==> src/rtl/rom_loader.sv <==
// Serial ROM loader: receives a framed word image, writes it into the HACK ROM and answers ACK/NAK.
// Optional trailing checksum byte is enabled by defining ROM_LOADER_CHECKSUM_EN.
module rom_loader #(
    parameter int         TIMEOUT_CYCLES = 50000000,
    parameter logic [7:0] SYNC_BYTE      = 8'hA5
) (
    input  logic        clk,
    input  logic        rst,
    input  logic [7:0]  rx_data,
    input  logic        new_rx_data,
    output logic [7:0]  tx_data,
    output logic        new_tx_data,
    input  logic        tx_busy,
    output logic [14:0] ROMAddressLineCtl,
    output logic [15:0] ROMDataLine,
    output logic        ROMLoad,
    output logic        cpu_rst,
    output logic        loaded,
    output logic        load_err
);

    localparam int         GAP_W     = $clog2(TIMEOUT_CYCLES + 1);
    localparam logic [7:0] ACK_BYTE  = 8'h06;
    localparam logic [7:0] NAK_BYTE  = 8'h15;
    localparam logic [15:0] MAX_WORDS = 16'd32768;

    typedef enum logic [2:0] {
        S_IDLE,
        S_CNT_HI,
        S_CNT_LO,
        S_DAT_HI,
        S_DAT_LO,
`ifdef ROM_LOADER_CHECKSUM_EN
        S_CHK,
`endif
        S_RESP
    } state_t;

`ifdef ROM_LOADER_CHECKSUM_EN
    localparam state_t S_END = S_CHK;
`else
    localparam state_t S_END = S_RESP;
`endif

    state_t      state_q, state_d;
    logic [GAP_W-1:0] gap_q;
    logic [7:0]  cnt_hi_q;
    logic [15:0] rem_q;
    logic [7:0]  dat_hi_q;
    logic [14:0] addr_q;
    logic        nak_q;
    logic [7:0]  tx_data_q;
    logic        new_tx_q;
    logic [14:0] rom_addr_q;
    logic [15:0] rom_data_q;
    logic        rom_load_q;
    logic        cpu_rst_q;
    logic        loaded_q;
    logic        load_err_q;
`ifdef ROM_LOADER_CHECKSUM_EN
    logic [7:0]  sum_q;
`endif

    logic        in_frame_w;
    logic        timeout_w;
    logic        accept_w;
    logic [15:0] count_w;

    // Timeout has priority over a coincident byte, which is then dropped.
    assign timeout_w = in_frame_w && (gap_q == GAP_W'(TIMEOUT_CYCLES - 1));
    assign accept_w  = new_rx_data && !timeout_w && (state_q != S_RESP);
    assign count_w   = {cnt_hi_q, rx_data};

    always_ff @(posedge clk) begin
        if (rst) begin
            state_q <= S_IDLE;
        end else begin
            state_q <= state_d;
        end
    end

    always_comb begin
        state_d = state_q;
        case (state_q)
            S_IDLE: begin
                if (accept_w && rx_data == SYNC_BYTE) state_d = S_CNT_HI;
            end
            S_CNT_HI: begin
                if (timeout_w)     state_d = S_RESP;
                else if (accept_w) state_d = S_CNT_LO;
            end
            S_CNT_LO: begin
                if (timeout_w) begin
                    state_d = S_RESP;
                end else if (accept_w) begin
                    if (count_w == 16'd0)          state_d = S_END;
                    else if (count_w > MAX_WORDS)  state_d = S_RESP;
                    else                           state_d = S_DAT_HI;
                end
            end
            S_DAT_HI: begin
                if (timeout_w)     state_d = S_RESP;
                else if (accept_w) state_d = S_DAT_LO;
            end
            S_DAT_LO: begin
                if (timeout_w)     state_d = S_RESP;
                else if (accept_w) state_d = (rem_q == 16'd1) ? S_END : S_DAT_HI;
            end
`ifdef ROM_LOADER_CHECKSUM_EN
            S_CHK: begin
                if (timeout_w || accept_w) state_d = S_RESP;
            end
`endif
            S_RESP: begin
                if (!tx_busy) state_d = S_IDLE;
            end
            default: state_d = S_IDLE;
        endcase
    end

    logic frame_start_w;
    logic lat_cnt_hi_w;
    logic lat_cnt_lo_w;
    logic lat_dat_hi_w;
    logic wr_word_w;
    logic add_sum_w;
    logic nak_set_w;
    logic resp_fire_w;

    always_comb begin
        in_frame_w    = 1'b0;
        frame_start_w = 1'b0;
        lat_cnt_hi_w  = 1'b0;
        lat_cnt_lo_w  = 1'b0;
        lat_dat_hi_w  = 1'b0;
        wr_word_w     = 1'b0;
        add_sum_w     = 1'b0;
        nak_set_w     = 1'b0;
        resp_fire_w   = 1'b0;
        case (state_q)
            S_IDLE: begin
                frame_start_w = accept_w && (rx_data == SYNC_BYTE);
            end
            S_CNT_HI: begin
                in_frame_w   = 1'b1;
                lat_cnt_hi_w = accept_w;
                add_sum_w    = accept_w;
            end
            S_CNT_LO: begin
                in_frame_w   = 1'b1;
                lat_cnt_lo_w = accept_w;
                add_sum_w    = accept_w;
            end
            S_DAT_HI: begin
                in_frame_w   = 1'b1;
                lat_dat_hi_w = accept_w;
                add_sum_w    = accept_w;
            end
            S_DAT_LO: begin
                in_frame_w = 1'b1;
                wr_word_w  = accept_w;
                add_sum_w  = accept_w;
            end
`ifdef ROM_LOADER_CHECKSUM_EN
            S_CHK: begin
                in_frame_w = 1'b1;
            end
`endif
            S_RESP: begin
                resp_fire_w = !tx_busy;
            end
            default: ;
        endcase
        // Any abnormal frame end: timeout, oversized count, or bad checksum.
        if (timeout_w) nak_set_w = 1'b1;
        if (lat_cnt_lo_w && count_w > MAX_WORDS) nak_set_w = 1'b1;
`ifdef ROM_LOADER_CHECKSUM_EN
        if (state_q == S_CHK && accept_w && rx_data != sum_q) nak_set_w = 1'b1;
`endif
    end

    always_ff @(posedge clk) begin
        if (rst) begin
            gap_q      <= '0;
            cnt_hi_q   <= '0;
            rem_q      <= '0;
            dat_hi_q   <= '0;
            addr_q     <= '0;
            nak_q      <= 1'b0;
            tx_data_q  <= '0;
            new_tx_q   <= 1'b0;
            rom_addr_q <= '0;
            rom_data_q <= '0;
            rom_load_q <= 1'b0;
            cpu_rst_q  <= 1'b0;
            loaded_q   <= 1'b0;
            load_err_q <= 1'b0;
        end else begin
            if (!in_frame_w || accept_w || timeout_w) gap_q <= '0;
            else                                      gap_q <= gap_q + GAP_W'(1);

            if (lat_cnt_hi_w) cnt_hi_q <= rx_data;
            if (lat_cnt_lo_w) rem_q    <= count_w;
            else if (wr_word_w) rem_q  <= rem_q - 16'd1;
            if (lat_dat_hi_w) dat_hi_q <= rx_data;

            if (frame_start_w)   addr_q <= '0;
            else if (rom_load_q) addr_q <= addr_q + 15'd1;

            rom_load_q <= wr_word_w;
            if (wr_word_w) begin
                rom_addr_q <= addr_q;
                rom_data_q <= {dat_hi_q, rx_data};
            end

            if (frame_start_w)  nak_q <= 1'b0;
            else if (nak_set_w) nak_q <= 1'b1;

            new_tx_q <= resp_fire_w;
            if (resp_fire_w) tx_data_q <= nak_q ? NAK_BYTE : ACK_BYTE;

            if (frame_start_w) begin
                cpu_rst_q  <= 1'b1;
                loaded_q   <= 1'b0;
                load_err_q <= 1'b0;
            end else if (resp_fire_w) begin
                cpu_rst_q  <= 1'b0;
                loaded_q   <= !nak_q;
                load_err_q <= nak_q;
            end
        end
    end

`ifdef ROM_LOADER_CHECKSUM_EN
    always_ff @(posedge clk) begin
        if (rst)                sum_q <= '0;
        else if (frame_start_w) sum_q <= '0;
        else if (add_sum_w)     sum_q <= sum_q + rx_data;
    end
`endif

    assign tx_data           = tx_data_q;
    assign new_tx_data       = new_tx_q;
    assign ROMAddressLineCtl = rom_addr_q;
    assign ROMDataLine       = rom_data_q;
    assign ROMLoad           = rom_load_q;
    assign cpu_rst           = cpu_rst_q;
    assign loaded            = loaded_q;
    assign load_err          = load_err_q;

endmodule
==> config.mk <==
export PLATFORM = sky130hd
export DESIGN_NAME = rom_loader
export DESIGN_NICKNAME = d
export VERILOG_FILES = /design/src/rtl/rom_loader.sv
export SDC_FILE = /design/constraint.sdc
export NUM_CORES = 1
export LEC_CHECK = 0
export ABC_AREA = 1
export CAP_MARGIN = 20
export CORE_MARGIN = 10
export CORE_UTILIZATION = 41
export DETAILED_ROUTE_END_ITERATION = 10
export PLACE_DENSITY_LB_ADDON = 0.25
export REMOVE_ABC_BUFFERS = 1
export SKIP_LAST_GASP = 1
export SYNTH_ARGS = -nofsm -noshare
export SYNTH_HDL_FRONTEND = slang
export SYNTH_SLANG_ARGS = --single-unit
==> constraint.sdc <==
create_clock -name clk -period 3.3 [get_ports clk]
set_clock_uncertainty 0.15 [all_clocks]
set_input_delay 0.66 -clock clk [delete_from_list [all_inputs] [get_ports clk]]
set_output_delay 0.66 -clock clk [all_outputs]
set_load 0.005 [all_outputs]
==> results.cfg, run 1 <==
[synthesis]
synth_top_family_by_area = simple AND/OR/NAND/NOR gates
yosys_warnings = 0
synthCells = 763
yosysUniqueCellTypes = 40
synthMuxAreaShare = 0
synth_seq_area_share = 0.4283
syn-cell-area_um2 = 5421
synthSimpleGateAreaFrac = 0.3358
syn_area_per_cell_um2 = 7.105
synth_xor_xnor_area_share = 0.05331
ys_ff_latch = 116
synth_compound_area_frac = 0.09508
synthAdderAreaFrac = 0.009231

[critical_path]
cp_cell_sequence = clkdlybuf4s50_1
crit_fanout = 8
worstPathArrival_ns = 1.50
crit_family = buffers and inverters
cpPeakStageDelay_ns = 0.58
cp.required_ns = 2.49
worstSetupPathType = flop to output pin
timing.critical_path.buf_inv = 1
start_kind = flop
cp_slowest_cell = clkdlybuf4s50_1
crit_path_end_kind = output pin

[cts]
cts_max_path_buffers = 2
cts_num_sinks = 116
cts_post_setup_buffers_inserted = 0
cts-htree-levels = 4
clkLatencyLatePin_ns = 0.41
cts-root-buf = clkbuf_16
cts.clk_slew.worst_paths_ns = 0.05
cts_inserted_buffers = 17
ctsResizeCount = 0
cts_hold_buf = 0
cts_tree = done

[die]
io_pins = 56
die_area_um2 = 18220
coreArea_um2 = 12770
initial_utilization = 0.4244
fp.dieW_um = 135.0
die_y_um = 135.0
num_rows = 41

[timing]
tightest_slew_ns = 0.6032
min_period_over_period = 0.7013
hold_ws_ns = 0.2984
rsz0062_at_grt = no
layout_min_cycle_time_ns = 2.314
max_freq_mhz = 432.1
hold_viol = 0
relSlewSlack = 0.5941
slew_viol_final = 0
setup_violations = 0
tns_ns = 0

[layout]
drive_above_1_share = 0.07646
antenna_cells = 0
final_cells = 996
final_nets = 828
synthToLayoutAreaGrowth_pct = 21.88

[drt]
via_per_inst = 4.800
drt_pass1_iterations = 5
routed_wl_um = 13030
ant_nets = 0
post_drt_wl_per_cell_um = 13.08
dr.first_iter.drc_count = 260
vias = 4781
drc = 0

[placed_design]
dp.cells = 965
place_congestion = 0.8327
io_buffers = 51
dpl.hpwl_um = 9237

[pwr]
power_density_nw_per_um2 = 505.3
vdd_drop_max_mv = 0.3326
leakage_nw = 2.584

[worst_hold_path]
hold_path_class = flop to flop

[global_routing]
grt_remaining_overflow = 0
grt_usage = 0.1475
antenna_found_initial = 0
grt_max_degree = 40
grt_pass1_vias = 4648
grt_pass1_wl_um = 22050

[run_status]
status = finished, final reports clean

[job]
drv_cap = 0
==> cell families after synthesis <==
logic type,Yosys count
AO/OA/AOI/OAI,99
XOR/XNOR,33
adder cells (fa/ha/maj),4
buffers and inverters,96
flip-flops,116
other,1
AND/OR/NAND/NOR,414
==> sequential cells by signal, indices dropped and copies added (netlist names), 8 cells and up <==
register / count
gap_q: 26
ROMDataLine: 16
rem_q: 16
ROMAddressLineCtl: 15
addr_q: 15
cnt_hi_q: 8
dat_hi_q: 8
==> cells in the mapped netlist <==
master	n	area, um^2
nand3_1	47	235.2
nand3_2	2	20.02
xnor2_1	7	61.31
o21ai_0	36	180.2
clkinv_1	1	3.750
buf_6	2	22.52
or2_2	5	31.28
o21ai_1	3	15.01
conb_1	1	3.750
inv_1	62	232.7
nor2_2	3	18.77
or3_1	1	6.260
o21ai_4	1	16.27
buf_2	6	30.03
a21oi_1	55	275.3
or2_0	1	6.260
inv_2	2	7.510
inv_4	1	6.260
nor2_8	1	20.02
nand2_1	165	619.3
nor3_2	1	10.01
nand3_4	1	17.52
nor3_1	12	60.06
dfxtp_1	116	2322
nand2_4	1	11.26
nor2_1	146	548.0
a21oi_2	1	8.760
ha_1	4	50.05
nor4_1	2	12.51
buf_4	9	67.56
o211ai_1	1	7.510
xor2_1	26	227.7
a31oi_1	2	12.51
nand4_1	12	75.07
clkinv_2	1	5.000
nor2_4	4	45.04
nand2_2	3	18.77
nor3b_1	6	45.04
nand2_8	1	20.02
clkbuf_1	12	45.04
==> cell type report <==
class | count | area, um^2
inverters | 67 | 255.2
well taps | 172 | 215.2
repair buffers | 56 | 548.0
multi-input cells | 554 | 2690
clock buffers | 19 | 442.9
clock inverters | 12 | 133.9
fillers | 1241 | 6166
flip-flops and latches | 116 | 2322
==> cell usage in the layout (no fill, tap or decap), types with 3 or more instances in the layout <==
cell / n
clkinv_2: 3
nor2_4: 4
ha_1: 4
clkinvlp_4: 5
nor2_2: 3
o21ai_1: 3
buf_4: 5
or2_2: 5
clkinv_4: 3
nor3_1: 12
xor2_1: 26
nand2_2: 3
nor3b_1: 6
nand3_1: 47
conb_1: 4
clkbuf_16: 17
nand4_1: 12
a21oi_1: 55
xnor2_1: 7
inv_1: 62
o21ai_0: 36
nand2_1: 165
clkdlybuf4s50_1: 51
dfxtp_1: 116
nor2_1: 146
==> per-stage QoR <==
| stage | cell area, um^2 | total power [mW] | setup slack [ns] | util |
|---|---|---|---|---|
| 3_3_place_gp | 6031 | 1.604 | 0.6318 | 0.4721 |
| 5_1_grt | 6608 | 3.464 | 0.6972 | 0.5173 |
| 4_1_cts | 6608 | 3.373 | 0.9397 | 0.5173 |
| 6_report | 6608 | 3.339 | 0.9856 | 0.5173 |
| 2_1_floorplan | 5268 | 1.548 | 0.9906 | - |
| 3_5_place_dp | 6031 | 1.607 | 0.6124 | 0.4721 |
==> power by group <==
group / leakage [nW] / switching [mW] / internal [mW]
Combinational: 1.38 / 0.103 / 0.0486
Clock: 0.267 / 0.637 / 1.12
Sequential: 0.934 / 0.0129 / 1.41
==> per-layer routing <==
| layer | up-vias | wire length [um] | GRT usage |
|---|---|---|---|
| met5 | - | 0 | 0 |
| met2 | 94 | 5974 | 0.2336 |
| li1 | 2516 | - | - |
| met1 | 2155 | 6065 | 0.1810 |
| met4 | 0 | 194 | 0.06100 |
| met3 | 16 | 792 | 0.04636 |
==> worst paths after layout <==
| kind | start | endpoint | cells after the start | slack [ns] |
|---|---|---|---|---|
| hold / removal | gap_q[0]$_SDFF_PP0_ | gap_q[0]$_SDFF_PP0_ | 1 | 0.30 |
| setup reg to reg | gap_q[0]$_SDFF_PP0_ | ROMAddressLineCtl[12]$_SDFFE_PP0P_ | 11 | 0.99 |
| hold reg to reg | gap_q[0]$_SDFF_PP0_ | gap_q[0]$_SDFF_PP0_ | 1 | 0.30 |
| setup / recovery | ROMLoad$_SDFF_PP0_ | ROMLoad | 1 | 0.99 |
Power figures use the tool's default switching activity.
==> inputs of run 2 (changes only) <==
clock period = 2.1 ns   (was 3.3 ns; I/O delays follow)
==> results.cfg, run 2 (synthesized netlist as in run 1, its figures left out) <==
[run_status]
status = finished, final reports clean

[global_routing]
antenna_found_initial = 0
grt_usage = 0.1503
grt_pass1_vias = 4749
grt_pass1_wl_um = 22440
grt_remaining_overflow = 0
grt_max_degree = 40

[critical_path]
rr_startpoint = gap_q[0]$_SDFF_PP0_
cp_slowest_cell = clkdlybuf4s50_1
crit_fanout = 7
worstSetupPathType = flop to output pin
crit_family = buffers and inverters
cpPeakStageDelay_ns = 0.51
critPathCapture = ROMLoad
r2r_slack_ns = 0.14
timing.critical_path.buf_inv = 2
worstPathArrival_ns = 1.41
start_kind = flop
worstRegToRegCells = 10
reg2reg_to = gap_q[18]$_SDFF_PP0_
cp_cell_sequence = buf_4 -> clkdlybuf4s50_1
crit_path_end_kind = output pin
cp.required_ns = 1.53
crit_cells = 2
crit_start = ROMLoad$_SDFF_PP0_

[timing]
layout_setup_ws_ns = 0.1200
min_period_over_period = 0.9429
hold_viol = 0
max_freq_mhz = 505.0
layout_min_cycle_time_ns = 1.980
tns_ns = 0
rsz0062_at_grt = yes
slew_viol_final = 0
hold_ws_ns = 0.2679
setup_violations = 0

[die]
die_area_um2 = 18220
coreArea_um2 = 12770
fp.dieW_um = 135.0
num_rows = 41
die_y_um = 135.0
initial_utilization = 0.4244
io_pins = 56

[drt]
vias = 4976
dr.first_iter.drc_count = 328
dr_wl_met3_um = 700
drc = 0
ant_nets = 0
wl_met2_um = 6320
top_layer_used = met4
drt_pass1_iterations = 4
post_drt_wl_per_cell_um = 13.09
routed_wl_um = 13510
wl_met1_um = 6333
via_per_inst = 4.822

[layout]
antenna_cells = 0
final_nets = 863
final_cells = 1032
drive_above_1_share = 0.1279
fillers = 1189
layout_commonest_cell = nand2_1
final_cell_mix = 163 x nand2_1, 142 x nor2_1, 114 x dfxtp_1
largest_reg_flops = 26
synthToLayoutAreaGrowth_pct = 29.54
regMostFlops = gap_q

[cts]
cts_post_setup_buffers_inserted = 0
cts.clk_slew.worst_paths_ns = 0.05
cts_inserted_buffers = 17
cts_max_path_buffers = 2
cts_tree = done
clkLatencyLatePin_ns = 0.41
cts_num_sinks = 116
cts-htree-levels = 4
cts-root-buf = clkbuf_16

[placed_design]
dpl.hpwl_um = 9578
place_ws_ns = -0.04579
dp.cells = 1000
place_congestion = 0.8919
io_buffers = 51

[worst_hold_path]
hold_path_class = flop to flop
hold_start = gap_q[0]$_SDFF_PP0_

[job]
drv_cap = 0

[pwr]
leakage_nw = 2.804
p_total_mw = 5.437
power_density_nw_per_um2 = 774.2
vdd_drop_max_mv = 0.5916
==> run 2: changes by cell type in the layout (fill, tap and decap cells not counted), sizes merged <==
cell      delta
buf         +35
clkinvlp     -2
inv          +2
bufinv       +1
clkbuf       +1
clkinv       -1
==> run 2: routing by layer <==
metal	up-vias	track usage
li1	2594	-
met1	2282	0.1869
met2	87	0.2345
met3	13	0.05230
met4	0	0.05622
met5	-	0
==> run 2: what timing repair did <==
| action | in CTS | in global routing |
|---|---|---|
| endpoints found under the setup margin | 0 | 80 |
| resized for setup | 0 | 20 |
| hold buffers | 0 | 0 |
==> run 2: cell type report <==
cell class                      count  area (um^2)  area share
Tap cell                          172        215.2     0.03064
Clock inverter                     12        153.9     0.02191
Sequential cell                   116         2325      0.3310
Timing Repair Buffer               91        877.1      0.1249
Inverter                           67        255.2     0.03634
Multi-Input combinational cell    554         2750      0.3916
Clock buffer                       20        446.7     0.06360
==> run 2: where the power goes <==
group          switching, mW  total (mW)  internal, mW  leakage (nW)
Sequential            0.0202        2.24          2.22         0.935
Combinational          0.172       0.275         0.103          1.58
Clock                   1.02        2.92          1.90         0.287
==> run 2: worst min path at each step <==
| stage | end | slack, ns | cells past startpoint |
|---|---|---|---|
| floorplan | gap_q[0]$_SDFF_PP0_ | 0.27 | 1 |
| global placement | gap_q[0]$_SDFF_PP0_ | 0.28 | 1 |
| detailed placement | gap_q[0]$_SDFF_PP0_ | 0.29 | 1 |
| CTS | gap_q[0]$_SDFF_PP0_ | 0.30 | 1 |
| global route | gap_q[0]$_SDFF_PP0_ | 0.28 | 1 |
| finish | gap_q[0]$_SDFF_PP0_ | 0.27 | 1 |
==> run 2: through the flow <==
stage | cell area, um^2 | utilization
global placement | 6356 | 0.4976
CTS | 6957 | 0.5446
finish | 7023 | 0.5498
detailed placement | 6356 | 0.4976
floorplan | 5268 | -
global route | 7023 | 0.5498
==> inputs of run 3 (changes only) <==
ABC_AREA = not set   (was 1)
CELL_PAD_IN_SITES_DETAIL_PLACEMENT = 1   (was not set)
CELL_PAD_IN_SITES_GLOBAL_PLACEMENT = 1   (was not set)
clock period = 2 ns   (was 2.1 ns; I/O delays follow)
==> results.cfg, run 3 <==
[run_status]
status = finished with violations
violations = negative setup slack

[synthesis]
async_reset_ff_frac = 0
synthCells = 616
syn-cell-area_um2 = 5270
yosys-top-cells-area = dfxtp_1 44%, nand2_1 6.6%, nor2_1 6.1%
synthTopCellsByCount = 116 x dfxtp_1, 92 x nand2_1, 86 x nor2_1, 55 x a21oi_1, 26 x nand3_1
synthMostInstantiatedCell = dfxtp_1
yosysTopAreaCell = dfxtp_1
synthFlopType = dfxtp_1
yosysUniqueCellTypes = 63
synth_top_area_share = 0.4406
yosys_warnings = 0
syn_area_per_cell_um2 = 8.555
synth_edf_count = 0
ys_ff_latch = 116
synth_seq_area_share = 0.4406

[timing]
layout_min_cycle_time_ns = 2.038
hold_ws_ns = 0.2130
setup_violations = 2
hold_viol = 0
layout_setup_ws_ns = -0.03765
slew_viol_final = 0
min_period_over_period = 1.019
tightest_slew_ns = 0.5198
relSlewSlack = 0.6489
max_freq_mhz = 490.8
rsz0062_at_grt = yes

[critical_path]
r2r_slack_ns = -0.04
rr_startpoint = gap_q[1]$_SDFF_PP0_
worstRegToRegCells = 8
worstPathArrival_ns = 2.19
cp.required_ns = 2.15
start_kind = flop
worstSetupPathType = flop to flop
reg2reg_to = dat_hi_q[6]$_SDFFE_PP0P_
crit_fanout = 8
crit_path_end_kind = flop

[pwr]
clock_power_share = 0.564
switching_share = 0.2069
power_frac_seq = 0.412
vdd_drop_max_mv = 0.5059
p_total_mw = 5.608
leakage_nw = 2.794
p_int_mw = 4.448
power_density_nw_per_um2 = 754.6
p_sw_mw = 1.160
combPwrFrac = 0.024

[layout]
final_cell_mix = 111 x dfxtp_1, 86 x nor2_1, 86 x nand2_1
final_nets = 761
fillers = 1495
regMostFlops = gap_q
largest_reg_flops = 26
layout_commonest_cell = dfxtp_1
fin_util = 0.5889
synthToLayoutAreaGrowth_pct = 41.03
drive_above_1_share = 0.2296

[cts]
cts_max_path_buffers = 2
cts_tree = done
cts-htree-levels = 4
cts_num_sinks = 116
cts.clk_slew.worst_paths_ns = 0.06
cts-root-buf = clkbuf_16
clkLatencyLatePin_ns = 0.42
cts_inserted_buffers = 17
cts_hold_buf = 0

[placed_design]
place_ws_ns = -0.4963
io_buffers = 51
dpl.hpwl_um = 11140
place_congestion = 0.8646

[die]
initial_utilization = 0.4176
io_pins = 56
fp.dieW_um = 133.4
num_rows = 41
coreArea_um2 = 12620
die_y_um = 133.4
die_area_um2 = 17790

[global_routing]
antenna_found_initial = 1
grt_remaining_overflow = 0
grt_usage = 0.1847
grt_pass1_wl_um = 26950
grt_max_degree = 34
grt_pass1_vias = 5340

[drt]
ant_nets = 0
vias = 5079
post_drt_wl_per_cell_um = 18.57
drc = 0
drt_pass1_iterations = 5
dr.first_iter.drc_count = 256
via_per_inst = 5.455
routed_wl_um = 17290

[worst_hold_path]
min_to = rem_q[12]$_SDFFE_PP0P_
holdPathStages = 2
hold_path_class = input pin to flop
hold_start = rst

[job]
drv_cap = 0
## run 3: cell count changes in the layout (fill, tap and decap cells not counted), sizes merged, moves of 9 or more
cell   delta
nand2    -78
nor2     -68
inv      -53
buf      +50
nand3    -23
o21ai    -23
mux2i    +17
xnor2    +14
and3      +9
## run 3: worst max path at each step
stage,cells after the start,startpoint,to
2_1_floorplan,4,state_q[1]$_SDFFE_PP0P_,rem_q[8]$_SDFFE_PP0P_
3_3_place_gp,6,rx_data[1],state_q[2]$_SDFFE_PP0P_
3_5_place_dp,6,rx_data[1],state_q[1]$_SDFFE_PP0P_
4_1_cts,5,rem_q[9]$_SDFFE_PP0P_,state_q[1]$_SDFFE_PP0P_
5_1_grt,9,gap_q[1]$_SDFF_PP0_,cnt_hi_q[7]$_SDFFE_PP0P_
6_report,8,gap_q[1]$_SDFF_PP0_,dat_hi_q[6]$_SDFFE_PP0P_
## run 3: per-layer routing
layer	up-vias	part of all wire	global-route usage
li1	2399	-	-
met1	2533	0.41	0.2049
met2	112	0.52	0.3232
met3	35	0.046	0.04774
met4	0	0.023	0.08464
met5	-	0	0
## run 3: cell families after synthesis
kind of cell    after synthesis  share of synthesized area
compound gates              110                     0.1363
xor+xnor                     39                    0.06482
fa+ha+maj                     4                   0.009497
buf+inv                      49                    0.05532
flops                       116                     0.4406
mux                          17                    0.03229
other cells                   1                  0.0007116
simple gates                280                     0.2604
## run 3: layout make-up
type / count / area (um^2) / area share
well taps: 172 / 215.2 / 0.02896
diodes: 1 / 2.502 / 0.0003367
flip-flops and latches: 116 / 2328 / 0.3133
multi-input cells: 454 / 2870 / 0.3862
inverters: 14 / 52.55 / 0.007071
clock inverters: 9 / 125.1 / 0.01684
repair buffers: 142 / 1350 / 0.1816
clock buffers: 23 / 488.0 / 0.06566
## run 3: metrics by stage
stage / setup TNS [ns] / instance area [um^2] / instances
final: -0.05407 / 7432 / 931
after CTS: -0.01086 / 7184 / 921
after global routing: -4.642 / 7432 / 931
after detailed placement: -26.08 / 6411 / 882
after floorplan: -30.07 / 5042 / 584
after global placement: -21.81 / 6411 / 882
## run 3: worst max-delay path, cell delays in order, from the launching register on
cell	delay (ns)
dfxtp_2	0.35
ha_4	0.14
and4_4	0.24
nand4_4	0.17
buf_6	0.18
o2111ai_4	0.20
buf_12	0.17
mux2i_1	0.24
nor2_1	0.07
## run 3: what timing repair did
item / 4_1_cts / 5_1_grt
pin swaps: 14 / 17
cloned: 0 / 3
endpoints found under the setup margin: 77 / 49
setup buffers: 7 / 7
gates resized for setup: 25 / 34
## run 3: power by group through the flow
stage / clock [mW] / sequential, mW / combinational, mW
detailed placement: 0 / 2.36 / 0.126
global route: 3.31 / 2.31 / 0.144
global placement: 0 / 2.36 / 0.123
CTS: 3.20 / 2.31 / 0.126
floorplan: 0 / 2.36 / 0.0218
finish: 3.16 / 2.31 / 0.134
